===== src/rtl/ram_arbiter.sv =====
// Single-port main RAM arbiter: CPU, download-write FIFO, and tape/cart reader.
// The CPU always wins its enabled slot. The FIFO and the reader share the
// remaining cycles, and the one not served last goes first. RAM read data
// arrives one cycle after the address is presented.
module ram_arbiter #(
   parameter int DEPTH = 4,
   parameter int AW    = 16
) (
   input  logic          clk_sys,
   input  logic          reset,
   input  logic          cpu_ce,
   input  logic          cpu_sel,
   input  logic          cpu_we,
   input  logic [AW-1:0] cpu_addr,
   input  logic [7:0]    cpu_din,
   output logic [7:0]    cpu_q,
   input  logic          dl_active,
   input  logic          dl_wr,
   input  logic [AW-1:0] dl_addr,
   input  logic [7:0]    dl_data,
   output logic          dl_busy,
   output logic          dl_done,
   output logic          dl_ovf,
   input  logic          rd_req,
   input  logic [AW-1:0] rd_addr,
   output logic          rd_ack,
   output logic [7:0]    rd_q,
   output logic [AW-1:0] mem_addr,
   output logic          mem_we,
   output logic [7:0]    mem_din,
   input  logic [7:0]    mem_dout
);

   localparam int PW = $clog2(DEPTH);
   localparam int CW = PW + 1;

   logic [AW-1:0] fifo_addr_q [DEPTH];
   logic [7:0]    fifo_data_q [DEPTH];

   logic [PW-1:0] wr_ptr_q, wr_ptr_d, rd_ptr_q, rd_ptr_d;
   logic [CW-1:0] count_q, count_d;
   logic          inflight_q, inflight_d;
   logic          rd_pend_q, rd_pend_d;
   logic          cpu_pend_q, cpu_pend_d;
   logic          last_bg_q, last_bg_d;
   logic          busy_q, busy_d;
   logic          rd_ack_q, rd_ack_d;
   logic          dl_done_q, dl_done_d;
   logic          dl_ovf_q, dl_ovf_d;
   logic [7:0]    cpu_data_q, cpu_data_d;
   logic [7:0]    rd_data_q, rd_data_d;
   logic [AW-1:0] addr_hold_q, addr_hold_d;

   logic fifo_ne, fifo_full, rd_elig, cpu_slot;
   logic gnt_cpu, gnt_fifo, gnt_rd;
   logic push_ok, drop;

   assign fifo_ne   = (count_q != '0);
   assign fifo_full = (count_q == CW'(DEPTH));
   assign rd_elig   = rd_req & ~inflight_q;
   assign cpu_slot  = cpu_ce & cpu_sel;
   assign dl_busy   = dl_active | fifo_ne;

   assign cpu_q   = cpu_data_q;
   assign rd_q    = rd_data_q;
   assign rd_ack  = rd_ack_q;
   assign dl_done = dl_done_q;
   assign dl_ovf  = dl_ovf_q;

   // Slot decision: CPU first, then whichever background requester was not served last.
   always_comb begin
      gnt_cpu  = 1'b0;
      gnt_fifo = 1'b0;
      gnt_rd   = 1'b0;
      if (cpu_slot) begin
         gnt_cpu = 1'b1;
      end else if (fifo_ne && rd_elig) begin
         if (last_bg_q) gnt_fifo = 1'b1;
         else           gnt_rd   = 1'b1;
      end else if (fifo_ne) begin
         gnt_fifo = 1'b1;
      end else if (rd_elig) begin
         gnt_rd = 1'b1;
      end
   end

   // RAM port mux; the address holds its last value in idle cycles.
   always_comb begin
      mem_addr = addr_hold_q;
      mem_we   = 1'b0;
      mem_din  = 8'h00;
      if (gnt_cpu) begin
         mem_addr = cpu_addr;
         mem_we   = cpu_we;
         mem_din  = cpu_din;
      end else if (gnt_fifo) begin
         mem_addr = fifo_addr_q[rd_ptr_q];
         mem_we   = 1'b1;
         mem_din  = fifo_data_q[rd_ptr_q];
      end else if (gnt_rd) begin
         mem_addr = rd_addr;
      end
   end

   // Next-state for FIFO bookkeeping, read pipelines and status flags.
   always_comb begin
      push_ok     = dl_wr & (~fifo_full | gnt_fifo);
      drop        = dl_wr & fifo_full & ~gnt_fifo;
      wr_ptr_d    = push_ok  ? wr_ptr_q + PW'(1) : wr_ptr_q;
      rd_ptr_d    = gnt_fifo ? rd_ptr_q + PW'(1) : rd_ptr_q;
      count_d     = count_q + CW'(push_ok) - CW'(gnt_fifo);
      last_bg_d   = last_bg_q;
      if (gnt_fifo) last_bg_d = 1'b0;
      if (gnt_rd)   last_bg_d = 1'b1;
      addr_hold_d = mem_addr;
      cpu_pend_d  = gnt_cpu & ~cpu_we;
      cpu_data_d  = cpu_pend_q ? mem_dout : cpu_data_q;
      rd_pend_d   = gnt_rd;
      rd_data_d   = rd_pend_q ? mem_dout : rd_data_q;
      rd_ack_d    = rd_pend_q;
      inflight_d  = inflight_q;
      if (rd_ack_q) inflight_d = 1'b0;
      if (gnt_rd)   inflight_d = 1'b1;
      busy_d      = dl_busy;
      dl_done_d   = busy_q & ~dl_busy;
      dl_ovf_d    = dl_ovf_q | drop;
   end

   // State registers with synchronous reset.
   always_ff @(posedge clk_sys) begin
      if (reset) begin
         wr_ptr_q    <= '0;
         rd_ptr_q    <= '0;
         count_q     <= '0;
         inflight_q  <= 1'b0;
         rd_pend_q   <= 1'b0;
         cpu_pend_q  <= 1'b0;
         last_bg_q   <= 1'b0;
         busy_q      <= 1'b0;
         rd_ack_q    <= 1'b0;
         dl_done_q   <= 1'b0;
         dl_ovf_q    <= 1'b0;
         cpu_data_q  <= 8'h00;
         rd_data_q   <= 8'h00;
         addr_hold_q <= '0;
      end else begin
         wr_ptr_q    <= wr_ptr_d;
         rd_ptr_q    <= rd_ptr_d;
         count_q     <= count_d;
         inflight_q  <= inflight_d;
         rd_pend_q   <= rd_pend_d;
         cpu_pend_q  <= cpu_pend_d;
         last_bg_q   <= last_bg_d;
         busy_q      <= busy_d;
         rd_ack_q    <= rd_ack_d;
         dl_done_q   <= dl_done_d;
         dl_ovf_q    <= dl_ovf_d;
         cpu_data_q  <= cpu_data_d;
         rd_data_q   <= rd_data_d;
         addr_hold_q <= addr_hold_d;
      end
   end

   // FIFO storage; contents are only meaningful under count_q, so no reset.
   always_ff @(posedge clk_sys) begin
      if (push_ok) begin
         fifo_addr_q[wr_ptr_q] <= dl_addr;
         fifo_data_q[wr_ptr_q] <= dl_data;
      end
   end

endmodule


===== config.mk =====
export PLATFORM = sky130hd
export DESIGN_NAME = ram_arbiter
export DESIGN_NICKNAME = d
export VERILOG_FILES = /design/src/rtl/ram_arbiter.sv
export SDC_FILE = /design/constraint.sdc
export NUM_CORES = 1
export LEC_CHECK = 0
export ABC_CLOCK_PERIOD_IN_PS = 2650
export CORE_ASPECT_RATIO = 1.75
export CORE_MARGIN = 4
export CORE_UTILIZATION = 48
export CTS_BUF_LIST = sky130_fd_sc_hd__clkbuf_8
export DETAILED_ROUTE_END_ITERATION = 8
export PLACE_DENSITY = 0.81
export SETUP_SLACK_MARGIN = 0.05
export SLEW_MARGIN = 10
export SYNTH_ARGS = -nofsm -noshare
export SYNTH_HDL_FRONTEND = slang
export SYNTH_SLANG_ARGS = --single-unit

===== constraint.sdc =====
create_clock -name clk_sys -period 2.65 [get_ports clk_sys]
set_input_delay 0.265 -clock clk_sys [delete_from_list [all_inputs] [get_ports clk_sys]]
set_output_delay 0.265 -clock clk_sys [all_outputs]
set_load 0.05 [all_outputs]

# After elaboration in Yosys (flattened, before gate mapping)
# Memory sizes are Yosys's and may differ from the RTL's. A register that Yosys moved wholly into a read port is not among the register bits.
# Cells that the tools add are included.
[classes] multipliers=0 reduce_logical=4 n_bitwise=15 div=0 n_addsub=4 order_cmp=0 muxes=27 shifts=0 eq_ne=1
[ops] cell="$mux 16" n=3
[ops] cell="$mux 1" n=18
[ops] cell="$mux 8" n=2
[ops] cell="$mux 2" n=4
[ops] cell="$and 1x1->1" n=7
[ops] cell="$not 1->1" n=5
[ops] cell="$add 2x1->2 const B" n=2
[ops] cell="$reduce_bool 2->1" n=2
[ops] cell="$add 3x1->3" n=1
[ops] cell="$eq 3x3->1 const B" n=1
[ops] cell="$or 1x1->1" n=3
[ops] cell="$reduce_bool 3->1" n=1
[ops] cell="$sub 3x1->3" n=1
[ops] cell="$logic_and 1x1->1" n=1
[word_totals] n_memories=2 input_bits=80 out_inout_bits=45 register_bits=47 wordCells=67 romBits=0 latchBits=0 ramBits=96
[memory_table] memory="fifo_addr_q" depth=4 word_bits=16 read_ports=1 rd_ports_with_merged_regs=1 wr=1 line_no="37" rtl="logic [AW-1:0] fifo_addr_q [DEPTH];"
[memory_table] memory="fifo_data_q" depth=4 word_bits=8 read_ports=1 rd_ports_with_merged_regs=1 wr=1 line_no="38" rtl="logic [7:0] fifo_data_q [DEPTH];"

# Longest topological paths before layout
[depth] depth_word=9 ltp_mapped=13 mapped_depth_nobuf=12

# Worst setup path after synthesis
# Ideal clock, no wire load.
[synth_timing] path_kind="reg2reg" startpoint="reg count_q[1]" endpoint="reg count_q[2]" required_time_ns=2.522 path_stages_with_launch=13 arrival_ns=2.558 setup_time_ns=0.128 synth_period_minus_slack_ns=2.685 slack_ns=-0.035 n_path_buf=2 cell_sequence="dfxtp_1 or3_1 clkbuf_1 and3_1 buf_2 ha_1 inv_1 ha_1 inv_1 fa_1 xor2_1 xnor2_1 nor2_1"
[synth_via] elab_chain_len=8 word_cells_on_any_way=11 cone_classes="2 x add/sub; 1 x eq/ne; 3 x mux; 3 x bitwise; 2 x reduce/logical"
[synth_lines] element="start, declared" line_no="41" rtl="logic [CW-1:0] count_q, count_d;"
[synth_lines] element="start signal, assigned" line_no="149" rtl="count_q <= count_d;"
[synth_lines] element="$reduce_bool 3->1 (*)" line_no="58" rtl="assign fifo_ne = (count_q != '0);"
[synth_lines] element="$mux 1 / $logic_and 1x1->1 (equally long branches)" line_no="80, 77"
[synth_lines] element="$mux 1 (*)" line_no="77" rtl="end else if (fifo_ne && rd_elig) begin"
[synth_lines] element="$mux 1 (*)" line_no="75" rtl="if (cpu_slot) begin"
[synth_lines] element="named net gnt_fifo" line_no="55" rtl="logic gnt_cpu, gnt_fifo, gnt_rd;"
[synth_lines] element="$or 1x1->1" line_no="107" rtl="push_ok = dl_wr & (~fifo_full | gnt_fifo);"
[synth_lines] element="$and 1x1->1" line_no="107"
[synth_lines] element="$add 3x1->3" line_no="111" rtl="count_d = count_q + CW'(push_ok) - CW'(gnt_fifo);"
[synth_lines] element="$sub 3x1->3 (*)" line_no="111"
# The timed path passes the listed nets; every way through them passes the cells marked *.
# A chain may end at the register's enable or synchronous reset.

==> flow_summary.ini <==
[clocking]
cts_buffers = 17
cts_hold_buf = 0
htree_levels = 4
insertion_delay_ps = 420
cts.path.max_buffers = 2
clock-sinks = 145
root_buffer = clkbuf_8
cts_tree = yes
clkSlewWorstSetupHoldPaths_ps = 80

[global_routing]
grt_max_degree = 40
grt_pass1_wl_microns = 21200
overflow = 0
grt_antenna_before_repair = 0
grt_use_total_pct = 19.1
first_global_vias = 4158

[placed_design]
dp.cells = 676
place.gp.congestion = 0.857
hpwl_microns = 9410
dp_slack_ps = -377
numPortBuffers = 124

[worst_setup_path]
ff2ff_path_depth = 12
cp_slowest_stage_delay_ps = 500
reg2reg_to = count_q[2]$_SDFF_PP0_
required_ps = 2380
cp_top_family = multiplexers
endpoint_kind = output port
path_buf_inv = 3
crit_fanout = 12
r2r_slack_ps = 140
worst_path_max_delay_cell = mux4_2
crit_type = reg -> out
arrival_ps = 2280
critPathLaunchType = flop
worstPathCellList = buf_12 > buf_4 > mux4_2 > and4_4 > a2111oi_4 > nor2_1 > buf_6
r2r-start = inflight_q$_SDFFE_PP0P_

[floorplan]
dieArea_sq_um = 14700
die_y_microns = 158
initial_core_util_pct = 49.1
core_area_sq_um = 12500
fp-row-count = 54
ios = 125
die_w_microns = 93.5

[power]
power.leakage_nw = 2.99
ir_worst_vdd_uv = 531
clockPowerShare_pct = 22.9
finalPower_mw = 7.52
powerDensity_nw_per_um2 = 891
switching_share_pct = 32.9
comb_power_share_pct = 40.0
seqPwrFrac_pct = 37.1
power.switching_mw = 2.47
p_int_mw = 5.05

[detailed_routing]
vias = 3895
antenna_left = 0
vias_per_cell = 5.38
drc = 0
drt_first_pass_iters = 5
drt_iter0_markers = 143
wl_per_cell_microns = 18.9
postRouteWirelength_microns = 13700

[worst_hold_path]
min_path_cells = 2
min_path_type = in -> reg
hold_start = reset
holdPathEnd = count_q[1]$_SDFF_PP0_

[cells_and_area]
fill_cells = 828
antenna_cells = 0
final_layout_size_suffix_gt1_share_pct = 30.9
stdcell_count = 724
syn2layout_area_growth_pct = 37.5
fin_nets = 630

[sta]
worst_pin_slew_ps = 663
finalCriticalPeriod_ps = 2550
slew_violations = 0
setup_ws_ps = 103
rsz0062_at_grt = true
fmax_ghz = 0.393
relSlewSlack_pct = 55.8
hold_violations = 0
fin_crit_sh_pct = 96.1
setup_viol = 0
worst_hold_slack_ps = 346
clock_skew_ps = 10.3

[synth]
yosysMostFrequentCell = edfxtp_1
syn-num-nets = 479
synth_area_per_cell_sq_um = 15.7
yosys.cell_types.count = 39
syn_inst = 392
synthArstFlopShare_pct = 0
syn_area_sq_um = 6140
synth_common_cells = edfxtp_1 (96), nor2_1 (57), dfxtp_1 (49)
synth-seq-area-share_pct = 63.0
synth_top_cell_area_share_pct = 47.0
synthFlopType = edfxtp_1
yosys.area.top_type = edfxtp_1
ys_seq_elements = 145
yosys_warnings = 0
synth_edf_count = 96
ys_top_cells_by_area = edfxtp_1 (47%), dfxtp_1 (16%), mux4_2 (8.8%), a2111oi_4 (5.8%), nor2_1 (3.5%)

[run]
max-cap-violations = 0

[status]
status = complete, no violations
[worst reg2reg max path: cells and delay by family (launching register included)]
| family | cells | cell delay [ps] |
|---|---|---|
| simple gates | 3 | 560 |
| xor+xnor | 2 | 310 |
| fa+ha+maj | 3 | 680 |
| buf+inv | 3 | 170 |
| compound gates | 1 | 330 |
| flops | 1 | 330 |
[through the flow]
stage | area [sq um] | utilization, % | TNS (ps)
6_report | 8440 | 67.5 | 0
5_1_grt | 8440 | 67.5 | -0.378
3_3_place_gp | 7720 | 61.7 | -377
2_1_floorplan | 6160 | - | 0
3_5_place_dp | 7720 | 61.7 | -540
4_1_cts | 8330 | 66.6 | 0
[area by class of cell]
class	count	area (sq um)	share of cell area (%)
inverter	6	25.0	0.297
timing repair buffer	161	1720	20.4
multi-input combinational	212	2220	26.3
tap	168	210	2.49
clock inverter	15	163	1.93
sequential	145	3870	45.9
clock buffer	17	234	2.77
[what timing repair did]
action	in CTS	in global routing
pin swaps	14	20
resized for setup	30	11
endpoints found under the setup margin	17	37
buffers inserted	8	8
[state kept, by name, summed over array words and instances (netlist names), named ones only]
signal	count
cpu_pend_q	1
dl_ovf	1
rd_ptr_q	2
cpu_q	8
rd_ack	1
last_bg_q	1
busy_q	1
wr_ptr_q	2
fifo_data_q	32
rd_ack_d	1
rd_q	8
fifo_addr_q	64
count_q	3
inflight_q	1
addr_hold_q	16
dl_done	1
[power by group through the flow]
| stage | Combinational, mW | Sequential (mW) | Clock [mW] |
|---|---|---|---|
| floorplan | 1.84 | 2.84 | 0 |
| global placement | 2.61 | 2.82 | 0 |
| detailed placement | 2.66 | 2.84 | 0 |
| CTS | 2.90 | 2.79 | 1.75 |
| global route | 3.18 | 2.81 | 1.85 |
| finish | 3.01 | 2.79 | 1.72 |
[metal layers]
layer  global-route usage (%)  part of all wire [%]
met1                     19.7                    35
met2                     35.5                    56
met3                     5.07                   5.9
met4                     8.46                   3.2
met5                        0                     0
[cell families (layout without fill, tap and decap cells)]
kind of cell / Yosys count / count (layout) / share of synthesized area (%)
flip-flops: 145 / 145 / 63.0
AO/OA/AOI/OAI: 31 / 31 / 8.67
AND/OR/NAND/NOR: 128 / 128 / 11.6
multiplexers: 42 / 42 / 11.8
buffers and inverters: 35 / 199 / 2.77
adder cells (fa/ha/maj): 7 / 7 / 1.55
XOR/XNOR: 4 / 4 / 0.571
[how the worst max path moves through the flow]
stage               depth (start not counted)                    end                   from  slack, ps
floorplan                                  12  count_q[2]$_SDFF_PP0_  count_q[1]$_SDFF_PP0_         70
global placement                           13  count_q[2]$_SDFF_PP0_                 rd_req       -290
detailed placement                         13  count_q[2]$_SDFF_PP0_                 rd_req       -380
CTS                                         6            mem_addr[4]                   flop         20
global route                                6            mem_addr[9]                   flop       -0.4
finish                                      7            mem_addr[2]                   flop        100
[layout by cell type, fill, tap and decap left out, drive strengths merged, types with 5 or more instances in the layout]
master,n
a2111oi,17
a22o,8
and2,5
and3,17
and4,16
buf,63
clkbuf,17
clkdlybuf4s50,98
clkinv,5
dfxtp,49
edfxtp,96
ha,6
inv,13
mux2i,17
mux4,24
nor2,58
nor2b,5
nor3,17
Note: power is estimated with default switching activity, not from simulation.
